--- config.mk ---
export PLATFORM = sky130hd
export DESIGN_NAME = uart_tx_fifo_ctrl_flat
export DESIGN_NICKNAME = d
export VERILOG_FILES = /design/src/rtl/uart_pkg.sv /design/src/rtl/uart_tx_fifo_ctrl_if.sv /design/src/rtl/uart_sync_fifo.sv /design/src/rtl/uart_tx_fifo_ctrl.sv /design/src/flat_wrapper.sv
export SDC_FILE = /design/constraint.sdc
export NUM_CORES = 1
export LEC_CHECK = 0
export CAP_MARGIN = 0
export CELL_PAD_IN_SITES_DETAIL_PLACEMENT = 0
export CELL_PAD_IN_SITES_GLOBAL_PLACEMENT = 1
export CORE_UTILIZATION = 35
export CTS_CLUSTER_SIZE = 10
export DETAILED_ROUTE_END_ITERATION = 8
export PLACE_DENSITY_LB_ADDON = 0.2
export SETUP_SLACK_MARGIN = 0.2
export SLEW_MARGIN = 20
export SYNTH_ARGS = -nofsm -noshare
export SYNTH_HDL_FRONTEND = slang
export SYNTH_HIERARCHICAL = 1
export SYNTH_SLANG_ARGS = --single-unit
export TNS_END_PERCENT = 5
--- constraint.sdc ---
create_clock -name clk -period 3 [get_ports clk]
set_clock_uncertainty 0.1 [all_clocks]
set_input_delay 0.75 -clock clk [delete_from_list [all_inputs] [get_ports clk]]
set_output_delay 0.75 -clock clk [all_outputs]
set_load 0.01 [all_outputs]
--- src/rtl/uart_pkg.sv ---
// Shared UART definitions: sequencer states and default sizing constants.
package uart_pkg;

    localparam int unsigned UART_FIFO_DEPTH = 16;
    localparam int unsigned UART_DATA_W     = 8;

    typedef enum logic [1:0] {
        IDLE   = 2'd0,
        LOAD   = 2'd1,
        ACCEPT = 2'd2,
        BUSY   = 2'd3
    } tx_seq_state_e;

endpackage

--- src/rtl/uart_tx_fifo_ctrl_if.sv ---
// Host/serializer-facing signal bundle of the transmit FIFO controller.
interface uart_tx_fifo_ctrl_if import uart_pkg::*; #(
    parameter int unsigned DEPTH  = UART_FIFO_DEPTH,
    parameter int unsigned DATA_W = UART_DATA_W
);
    localparam int unsigned LVL_W = $clog2(DEPTH + 1);

    logic              wr_en;
    logic [DATA_W-1:0] wr_data;
    logic              fifo_en;
    logic              fifo_clr;
    logic              tx_thr_empty;
    logic              tx_done;
    logic              write_thr;
    logic [DATA_W-1:0] thr_data;
    logic              thre;
    logic              temt;
    logic              thre_evt;
    logic [LVL_W-1:0]  tx_level;
    logic              wr_ovf;

    modport master (
        output wr_en, wr_data, fifo_en, fifo_clr, tx_thr_empty, tx_done,
        input  write_thr, thr_data, thre, temt, thre_evt, tx_level, wr_ovf
    );

    modport slave (
        input  wr_en, wr_data, fifo_en, fifo_clr, tx_thr_empty, tx_done,
        output write_thr, thr_data, thre, temt, thre_evt, tx_level, wr_ovf
    );

endinterface

--- src/rtl/uart_sync_fifo.sv ---
// Generic single-clock FIFO with runtime capacity limit; clear beats push and pop.
module uart_sync_fifo #(
    parameter  int unsigned DEPTH  = 16,
    parameter  int unsigned DATA_W = 8,
    localparam int unsigned PTR_W  = $clog2(DEPTH),
    localparam int unsigned LVL_W  = $clog2(DEPTH + 1)
) (
    input  logic              clk,
    input  logic              rst_n,
    input  logic              clr,
    input  logic              push,
    input  logic [DATA_W-1:0] din,
    input  logic              pop,
    input  logic [LVL_W-1:0]  cap,
    output logic [DATA_W-1:0] head_c,
    output logic [LVL_W-1:0]  level,
    output logic [LVL_W-1:0]  level_nxt_c,
    output logic              ovf_c
);

    logic [DATA_W-1:0] mem [DEPTH];
    logic [PTR_W-1:0]  wr_ptr;
    logic [PTR_W-1:0]  rd_ptr;
    logic              push_ok;
    logic              pop_ok;

    // Accept/drop decisions; a pop in the same cycle frees a slot for a push.
    always_comb begin
        pop_ok      = pop && !clr && (level != '0);
        push_ok     = push && !clr && ((level < cap) || pop_ok);
        ovf_c       = push && !clr && !push_ok;
        level_nxt_c = level;
        if (clr) begin
            level_nxt_c = '0;
        end else if (push_ok && !pop_ok) begin
            level_nxt_c = level + LVL_W'(1);
        end else if (pop_ok && !push_ok) begin
            level_nxt_c = level - LVL_W'(1);
        end
    end

    assign head_c = mem[rd_ptr];

    // Pointer and occupancy registers.
    always_ff @(posedge clk or negedge rst_n) begin
        if (!rst_n) begin
            wr_ptr <= '0;
            rd_ptr <= '0;
            level  <= '0;
        end else begin
            level <= level_nxt_c;
            if (clr) begin
                wr_ptr <= '0;
                rd_ptr <= '0;
            end else begin
                if (push_ok) wr_ptr <= wr_ptr + PTR_W'(1);
                if (pop_ok)  rd_ptr <= rd_ptr + PTR_W'(1);
            end
        end
    end

    // Storage array; contents are don't-care until written.
    always_ff @(posedge clk) begin
        if (push_ok) mem[wr_ptr] <= din;
    end

endmodule

--- src/rtl/uart_tx_fifo_ctrl.sv ---
// Transmit FIFO, byte sequencer towards the serializer, and LSR THRE/TEMT status.
module uart_tx_fifo_ctrl import uart_pkg::*; #(
    parameter int unsigned DEPTH  = UART_FIFO_DEPTH,
    parameter int unsigned DATA_W = UART_DATA_W
) (
    input  logic                clk,
    input  logic                rst_n,
    uart_tx_fifo_ctrl_if.slave  bus
);

    localparam int unsigned LVL_W = $clog2(DEPTH + 1);

    tx_seq_state_e     state_q;
    tx_seq_state_e     state_d;
    logic              fifo_en_q;
    logic              flush_c;
    logic              pop_c;
    logic              have_data_c;
    logic [LVL_W-1:0]  cap_c;
    logic [LVL_W-1:0]  level;
    logic [LVL_W-1:0]  level_nxt_c;
    logic [DATA_W-1:0] head_c;
    logic              ovf_c;
    logic              thre_c;
    logic              write_thr_q;
    logic [DATA_W-1:0] thr_data_q;
    logic              thre_evt_q;
    logic              wr_ovf_q;

    // A mode change invalidates the queue exactly like an explicit clear.
    assign flush_c = bus.fifo_clr || (bus.fifo_en != fifo_en_q);
    assign cap_c   = bus.fifo_en ? LVL_W'(DEPTH) : LVL_W'(1);

    // Data will be present next cycle: a push this cycle counts, no bypass to pop.
    assign have_data_c = !flush_c && ((level != '0) || (bus.wr_en && (level < cap_c)));

    uart_sync_fifo #(
        .DEPTH  (DEPTH),
        .DATA_W (DATA_W)
    ) u_fifo (
        .clk         (clk),
        .rst_n       (rst_n),
        .clr         (flush_c),
        .push        (bus.wr_en),
        .din         (bus.wr_data),
        .pop         (pop_c),
        .cap         (cap_c),
        .head_c      (head_c),
        .level       (level),
        .level_nxt_c (level_nxt_c),
        .ovf_c       (ovf_c)
    );

    // Sequencer state register.
    always_ff @(posedge clk or negedge rst_n) begin
        if (!rst_n) begin
            state_q <= IDLE;
        end else begin
            state_q <= state_d;
        end
    end

    // Sequencer next state; a clear during LOAD cancels the hand-off.
    always_comb begin
        state_d = state_q;
        pop_c   = 1'b0;
        case (state_q)
            IDLE: begin
                if (have_data_c && bus.tx_thr_empty) state_d = LOAD;
            end
            LOAD: begin
                if (flush_c) begin
                    state_d = IDLE;
                end else begin
                    pop_c   = 1'b1;
                    state_d = ACCEPT;
                end
            end
            ACCEPT: begin
                if (!bus.tx_thr_empty) state_d = BUSY;
            end
            BUSY: begin
                if (bus.tx_done) state_d = IDLE;
            end
            default: state_d = IDLE;
        endcase
    end

    // Registered strobes and data towards the serializer and register block.
    always_ff @(posedge clk or negedge rst_n) begin
        if (!rst_n) begin
            fifo_en_q   <= 1'b0;
            write_thr_q <= 1'b0;
            thr_data_q  <= '0;
            thre_evt_q  <= 1'b0;
            wr_ovf_q    <= 1'b0;
        end else begin
            fifo_en_q   <= bus.fifo_en;
            write_thr_q <= pop_c;
            if (pop_c) thr_data_q <= head_c;
            thre_evt_q  <= (level != '0) && (level_nxt_c == '0);
            wr_ovf_q    <= ovf_c;
        end
    end

    assign thre_c        = (level == '0);
    assign bus.thre      = thre_c;
    assign bus.temt      = thre_c && (state_q == IDLE) && bus.tx_thr_empty;
    assign bus.write_thr = write_thr_q;
    assign bus.thr_data  = thr_data_q;
    assign bus.thre_evt  = thre_evt_q;
    assign bus.tx_level  = level;
    assign bus.wr_ovf    = wr_ovf_q;

endmodule

--- src/flat_wrapper.sv ---
// flat-port wrapper written by rule: the top's interface ports become plain ports
module uart_tx_fifo_ctrl_flat import uart_pkg::*;
#(
    parameter int unsigned DEPTH  = UART_FIFO_DEPTH,
    parameter int unsigned DATA_W = UART_DATA_W
)
  (clk, rst_n, bus_wr_en, bus_wr_data, bus_fifo_en, bus_fifo_clr, bus_tx_thr_empty, bus_tx_done, bus_write_thr, bus_thr_data, bus_thre, bus_temt, bus_thre_evt, bus_tx_level, bus_wr_ovf);
  uart_tx_fifo_ctrl_if #(.DEPTH(DEPTH), .DATA_W(DATA_W)) bus_i ();
  input  logic clk;
  input  logic rst_n;
  input wire logic [$bits(bus_i.wr_en)-1:0] bus_wr_en;
  input wire logic [$bits(bus_i.wr_data)-1:0] bus_wr_data;
  input wire logic [$bits(bus_i.fifo_en)-1:0] bus_fifo_en;
  input wire logic [$bits(bus_i.fifo_clr)-1:0] bus_fifo_clr;
  input wire logic [$bits(bus_i.tx_thr_empty)-1:0] bus_tx_thr_empty;
  input wire logic [$bits(bus_i.tx_done)-1:0] bus_tx_done;
  output wire logic [$bits(bus_i.write_thr)-1:0] bus_write_thr;
  output wire logic [$bits(bus_i.thr_data)-1:0] bus_thr_data;
  output wire logic [$bits(bus_i.thre)-1:0] bus_thre;
  output wire logic [$bits(bus_i.temt)-1:0] bus_temt;
  output wire logic [$bits(bus_i.thre_evt)-1:0] bus_thre_evt;
  output wire logic [$bits(bus_i.tx_level)-1:0] bus_tx_level;
  output wire logic [$bits(bus_i.wr_ovf)-1:0] bus_wr_ovf;
  assign bus_i.wr_en = bus_wr_en;
  assign bus_i.wr_data = bus_wr_data;
  assign bus_i.fifo_en = bus_fifo_en;
  assign bus_i.fifo_clr = bus_fifo_clr;
  assign bus_i.tx_thr_empty = bus_tx_thr_empty;
  assign bus_i.tx_done = bus_tx_done;
  assign bus_write_thr = bus_i.write_thr;
  assign bus_thr_data = bus_i.thr_data;
  assign bus_thre = bus_i.thre;
  assign bus_temt = bus_i.temt;
  assign bus_thre_evt = bus_i.thre_evt;
  assign bus_tx_level = bus_i.tx_level;
  assign bus_wr_ovf = bus_i.wr_ovf;
  uart_tx_fifo_ctrl #(.DEPTH(DEPTH), .DATA_W(DATA_W)) u_core (.clk(clk), .rst_n(rst_n), .bus(bus_i));
endmodule
Word level (Yosys, flattened, before mapping)
Memories as Yosys holds them, arrays and structs flattened. A register that Yosys moved wholly into a read port is not among the register bits.
Cells that the tools add are included.
{ "classes": {"addsub": 4, "n_lt_le_gt_ge": 1, "eq_ne": 7, "mux": 17, "reduce_logical": 27} }
{ "ops": {"columns": ["op", "n"], "rows": [
  ["$mux 5", 4],
  ["$mux 4", 4],
  ["$logic_and 1x1->1", 13],
  ["$logic_not 5->1", 2],
  ["$add 4x1->4 const B", 2],
  ["$mux 2", 4],
  ["$pmux 2 s4", 1],
  ["$add 5x1->5 const B", 1],
  ["$lt 5x5->1", 1],
  ["$reduce_bool 5->1", 1],
  ["$sub 5x1->5 const B", 1],
  ["$eq 2x2->1 const B", 2],
  ["$logic_not 1->1", 4],
  ["$mux 1", 4],
  ["$ne 2x2->1 const B", 2],
  ["$reduce_bool 2->1", 2],
  ["$logic_or 1x1->1", 3],
  ["$reduce_and 3->1", 1],
  ["$eq 2x1->1 const B", 1],
  ["$logic_not 2->1", 1],
  ["$ne 2x1->1 const B", 1],
  ["$ne 1x1->1", 1]
]} }
{ "totals": {"reg_bits": 19, "ramBits": 128, "input_bits": 15, "output_inout_bits": 18, "elab_cells": 65, "memories": 1} }
{ "mem_list": {"columns": ["name", "words", "word_bits", "rd", "rd_ports_with_merged_regs", "wr", "line_no", "rtl"], "rows": [
  ["u_core.u_fifo.mem", 16, 8, 1, 1, 1, "uart_sync_fifo.sv:21", "logic [DATA_W-1:0] mem [DEPTH];"]
]} }

Logic depth before layout (Yosys ltp)
{ "depth": {"word_depth": 15, "depth_mapped": 10, "ltp_nobuf": 9} }

Cells and area by module
Netlist, hierarchy kept.
{ "by_module_without_submodules": {"columns": ["module", "instances", "cells_each", "area_per_inst_um2", "seq_area_each_um2"], "rows": [
  ["uart_sync_fifo", 1, 375, 6007.0, 4169.0],
  ["uart_tx_fifo_ctrl", 1, 42, 618.1, 350.3]
]} }

Least setup slack after synthesis
No wires, ideal clock.
{ "synth_path": {"kind": "input to register", "start": "input bus_fifo_en", "end": "memory u_core.u_fifo.mem[0][0] (enable)", "setup_ps": 383, "arrival_time_ps": 2556, "required_ps": 2517, "slack_ps": -39, "cell_stages": 7, "path_buffers": 0, "cell_sequence": "inv_1 -> ha_1 -> a21oi_1 -> inv_1 -> a21oi_1 -> o211ai_1 -> nor3_1"} }
{ "synth_via": {"elab_chain_cells": 10, "word_cells_on_any_way": 14, "cone_classes": "1 x order compare; 1 x eq/ne; 5 x mux; 7 x reduce/logical"} }
{ "synth_lines": {"columns": ["element", "line_no", "rtl"], "rows": [
  ["start, declared", "flat_wrapper.sv:13", "input wire logic [$bits(bus_i.fifo_en)-1:0] bus_fifo_en;"],
  ["parallel branches: the longest is 7 deep, another holds $lt 5x5->1", null, null],
  ["$logic_and 1x1->1 (*)", "uart_sync_fifo.sv:30", "push_ok = push && !clr && ((level < cap) || pop_ok);"],
  ["$mux 1 (*)", "uart_sync_fifo.sv:64", "if (push_ok) mem[wr_ptr] <= din;"],
  ["$mux 1 (not written as such) (*)", "uart_sync_fifo.sv:64", null],
  ["end, declared", "uart_sync_fifo.sv:21", null]
]} }
Every way passes the cells marked *.

Worst setup path after layout
{ "layout_path": {"start": "register u_core.u_fifo.level[3]", "end": "output bus_thre"} }
{ "layout_via": {"elab_chain_cells": 1} }
{ "layout_lines": {"columns": ["element", "line_no", "rtl"], "rows": [
  ["start, declared", "uart_sync_fifo.sv:16", "output logic [LVL_W-1:0] level,"],
  ["start signal, assigned", "uart_sync_fifo.sv:51", "level <= level_nxt_c;"],
  ["$logic_not 5->1", "uart_tx_fifo_ctrl.sv:106", "assign thre_c = (level == '0);"],
  ["end, declared", "flat_wrapper.sv:19", "output wire logic [$bits(bus_i.thre)-1:0] bus_thre;"]
]} }
No other way between the ends.

==> impl_metrics.toml <==
[cells_and_area]
drive_gt1_share_pct = 26.7
final_common_cell = "edfxtp_1"
synthToLayoutAreaGrowth_pct = 23.8
multi_input_area_mm2 = 0.00200
antenna_cells = 0
mostFrequentLayoutCells = "edfxtp_1 (128), buf_4 (45), clkdlybuf4s50_1 (29)"
fin_nets = 530
seqCellArea_mm2 = 0.00452
nFillCells = 1597

[cts]
cts_max_path_buffers = 2
clk_pin_slew_ns = 0.06
cts.root.buffer_cell = "clkbuf_16"
ctsHoldBuffers = 0
cts_tree = "yes"
htreeDepth = 4
clk_latency_ns = 0.42
cts_made_buffers = 17
cts_sinks = 155

[synthesis]
syn_inst = 417
ys_warn_count = 6
synth_compound_area_share_pct = 7.69
synth_top_family_by_area = "multiplexers"
ys_seq_area_share_pct = 68.2
ys_types = 50
synth-adder-area-share_pct = 2.27
synthMuxAreaShare_pct = 12.4
avgSynthCellArea_um2 = 15.9
async_flop_share_pct = 17.4
synth-edff-count = 128
synth.area.top_cells = "edfxtp_1 (58%), dfrtp_1 (10%), mux4_2 (5.4%)"
synth_seq_cells = 155
yosys.area.top_type = "edfxtp_1"
syn-cell-area_mm2 = 0.00663
synth_top_area_share_pct = 58.0
synthSimpleGateAreaFrac_pct = 6.46
ys.flop_type = "edfxtp_1"
synthXorXnorAreaFrac_pct = 0.661

[power]
vdd.ir_drop.worst_mv = 0.394
p_per_area_mw_per_mm2 = 614
p_leak_nw = 2.84
power_w = 0.00504

[route]
drt-initial-drc-count = 288
ant_nets = 0
drt_pass1_iterations = 5
wirelength_um = 15200
post_drt_wl_per_cell_um = 20.4
vias = 3883
viasPerCell = 5.21
drc_errors = 0

[placement]
dp_hpwl_um = 9960
globalplace.congestion = 0.875
port_buffers = 32

[global_routing]
grt_usage_pct = 16.7
grt_max_degree = 36
first_global_vias = 3823
grt-ovfl-total = 0
antenna_found_initial = 0
grt_pass1_wl_um = 23600

[critical_path]
cp-start-kind = "flip-flop"
crit_type = "reg2out"
crit_fanout = 6
required_ns = 2.15
ff2ff_path_depth = 9
cp.arrival_ns = 1.90
crit_path_end_kind = "output port"

[timing]
period_needed_ns = 2.75
timing.fmax_ghz = 0.363
worst_pin_slew_ns = 0.690
fin_crit_sh_pct = 91.7
relSlewSlack_pct = 54.0
finalMaxSlewViolations = 0
hold_viol = 0
hold-worst-slack_ns = 0.412
setup_violations = 0
rsz0062_at_grt = "true"

[hold_path]
hold-path-cell-count = 1
hold_class = "reg2reg"

[die]
initial_utilization_pct = 36.3
chipHeight_um = 140
dieWidth_um = 140
row_count = 49
fp.coreArea_mm2 = 0.0183
design.die.area_mm2 = 0.0195
io_pins = 33

[job]
maxCapViolations = 0

[outcome]
outcome = "completed"
-- worst paths after layout --
kind,from,endpoint,slack (ns)
worst max register to register,u_core/u_fifo/level[0],u_core/bus.thre_evt,0.30
min in group asynchronous,rst_n,u_core/u_fifo/wr_ptr[1],0.63
worst min register to register,u_core/bus.thr_data[2],u_core/bus.thr_data[2],0.41
worst max-delay path,u_core/u_fifo/level[3],bus_thre,0.25
worst min-delay path,u_core/bus.thr_data[2],u_core/bus.thr_data[2],0.41
max in group asynchronous,rst_n,u_core/u_fifo/rd_ptr[0],1.84
-- cells by family after synthesis --
kind of cell	after synthesis
fa+ha+maj	12
compound gates	73
buf+inv	34
other cells	1
mux	57
xor+xnor	5
flops	155
simple gates	80
-- where the power goes --
group / switching, W / internal (W)
clock network: 0.000931 / 0.00118
logic: 0.000199 / 0.000266
registers: 0.0000523 / 0.00241
total: 0.00118 / 0.00385
-- stage by stage --
stage	setup WS [ns]	utilization, %	setup TNS, ns	instances	instance area, um^2
after floorplan	0.225	-	0	419	6650
after global placement	-0.340	41.5	-30.97	710	7590
after detailed placement	-0.373	41.5	-32.10	710	7590
after CTS	0.157	44.8	0	743	8180
after global routing	0.115	44.9	0	745	8200
final	0.249	44.9	0	745	8200
-- flip-flops by register name, summed over array words and instances (netlist names), named ones only --
register / cells
u_core/u_fifo/mem: 128
u_core/bus.thr_data: 8
u_core/u_fifo/level: 5
u_core/u_fifo/rd_ptr: 4
u_core/u_fifo/wr_ptr: 4
u_core/bus.thre_evt: 1
u_core/bus.wr_ovf: 1
u_core/bus.write_thr: 1
u_core/fifo_en_q: 1
u_core/state_q: 1
-- layout make-up --
class	instances	area share [%]
sequential	155	55.2
timing repair buffer	82	9.15
clock inverter	14	1.85
multi-input combinational	230	24.3
clock buffer	18	5.23
inverter	17	0.778
tap	229	3.49
-- worst max-delay path, cell delays in order (launching register included) --
cell and delay [ns]:
dfrtp_2 0.45, or4_4 0.54, nor2_1 0.19, dlygate4sd2_1 0.30
-- per-layer routing --
| metal | up-vias | share of wire [%] | wire length (um) | global-route usage (%) |
|---|---|---|---|---|
| li1 | 1806 | - | - | - |
| met1 | 1981 | 48 | 7360 | 24.3 |
| met2 | 84 | 46 | 7020 | 25.3 |
| met3 | 12 | 4.3 | 652 | 3.13 |
| met4 | 0 | 0.95 | 144 | 5.55 |
| met5 | - | 0 | 0 | 0 |
-- Yosys cell counts (3+ instances only) --
cell	instances
a21oi_1	17
a221oi_1	9
nor3_1	6
ha_1	12
and4_1	4
a22oi_1	9
clkbuf_1	9
o211ai_1	4
mux4_2	16
nand2_1	22
a21o_1	3
edfxtp_1	128
dfrtp_1	27
nand3_1	6
buf_2	5
inv_1	17
nor4_1	3
nor2_1	18
mux2_4	8
o21ai_0	19
nand2b_1	3
nor2b_1	4
xnor2_1	3
mux2i_1	24
mux2_2	9
-- timing repair --
item                       CTS  global route
pin swaps                    3             1
buffers inserted             1             2
setup endpoints to repair   97             3
gates resized for setup      8             6
gates cloned                 0             0
No activity file was read; power rests on OpenSTA's default activity.
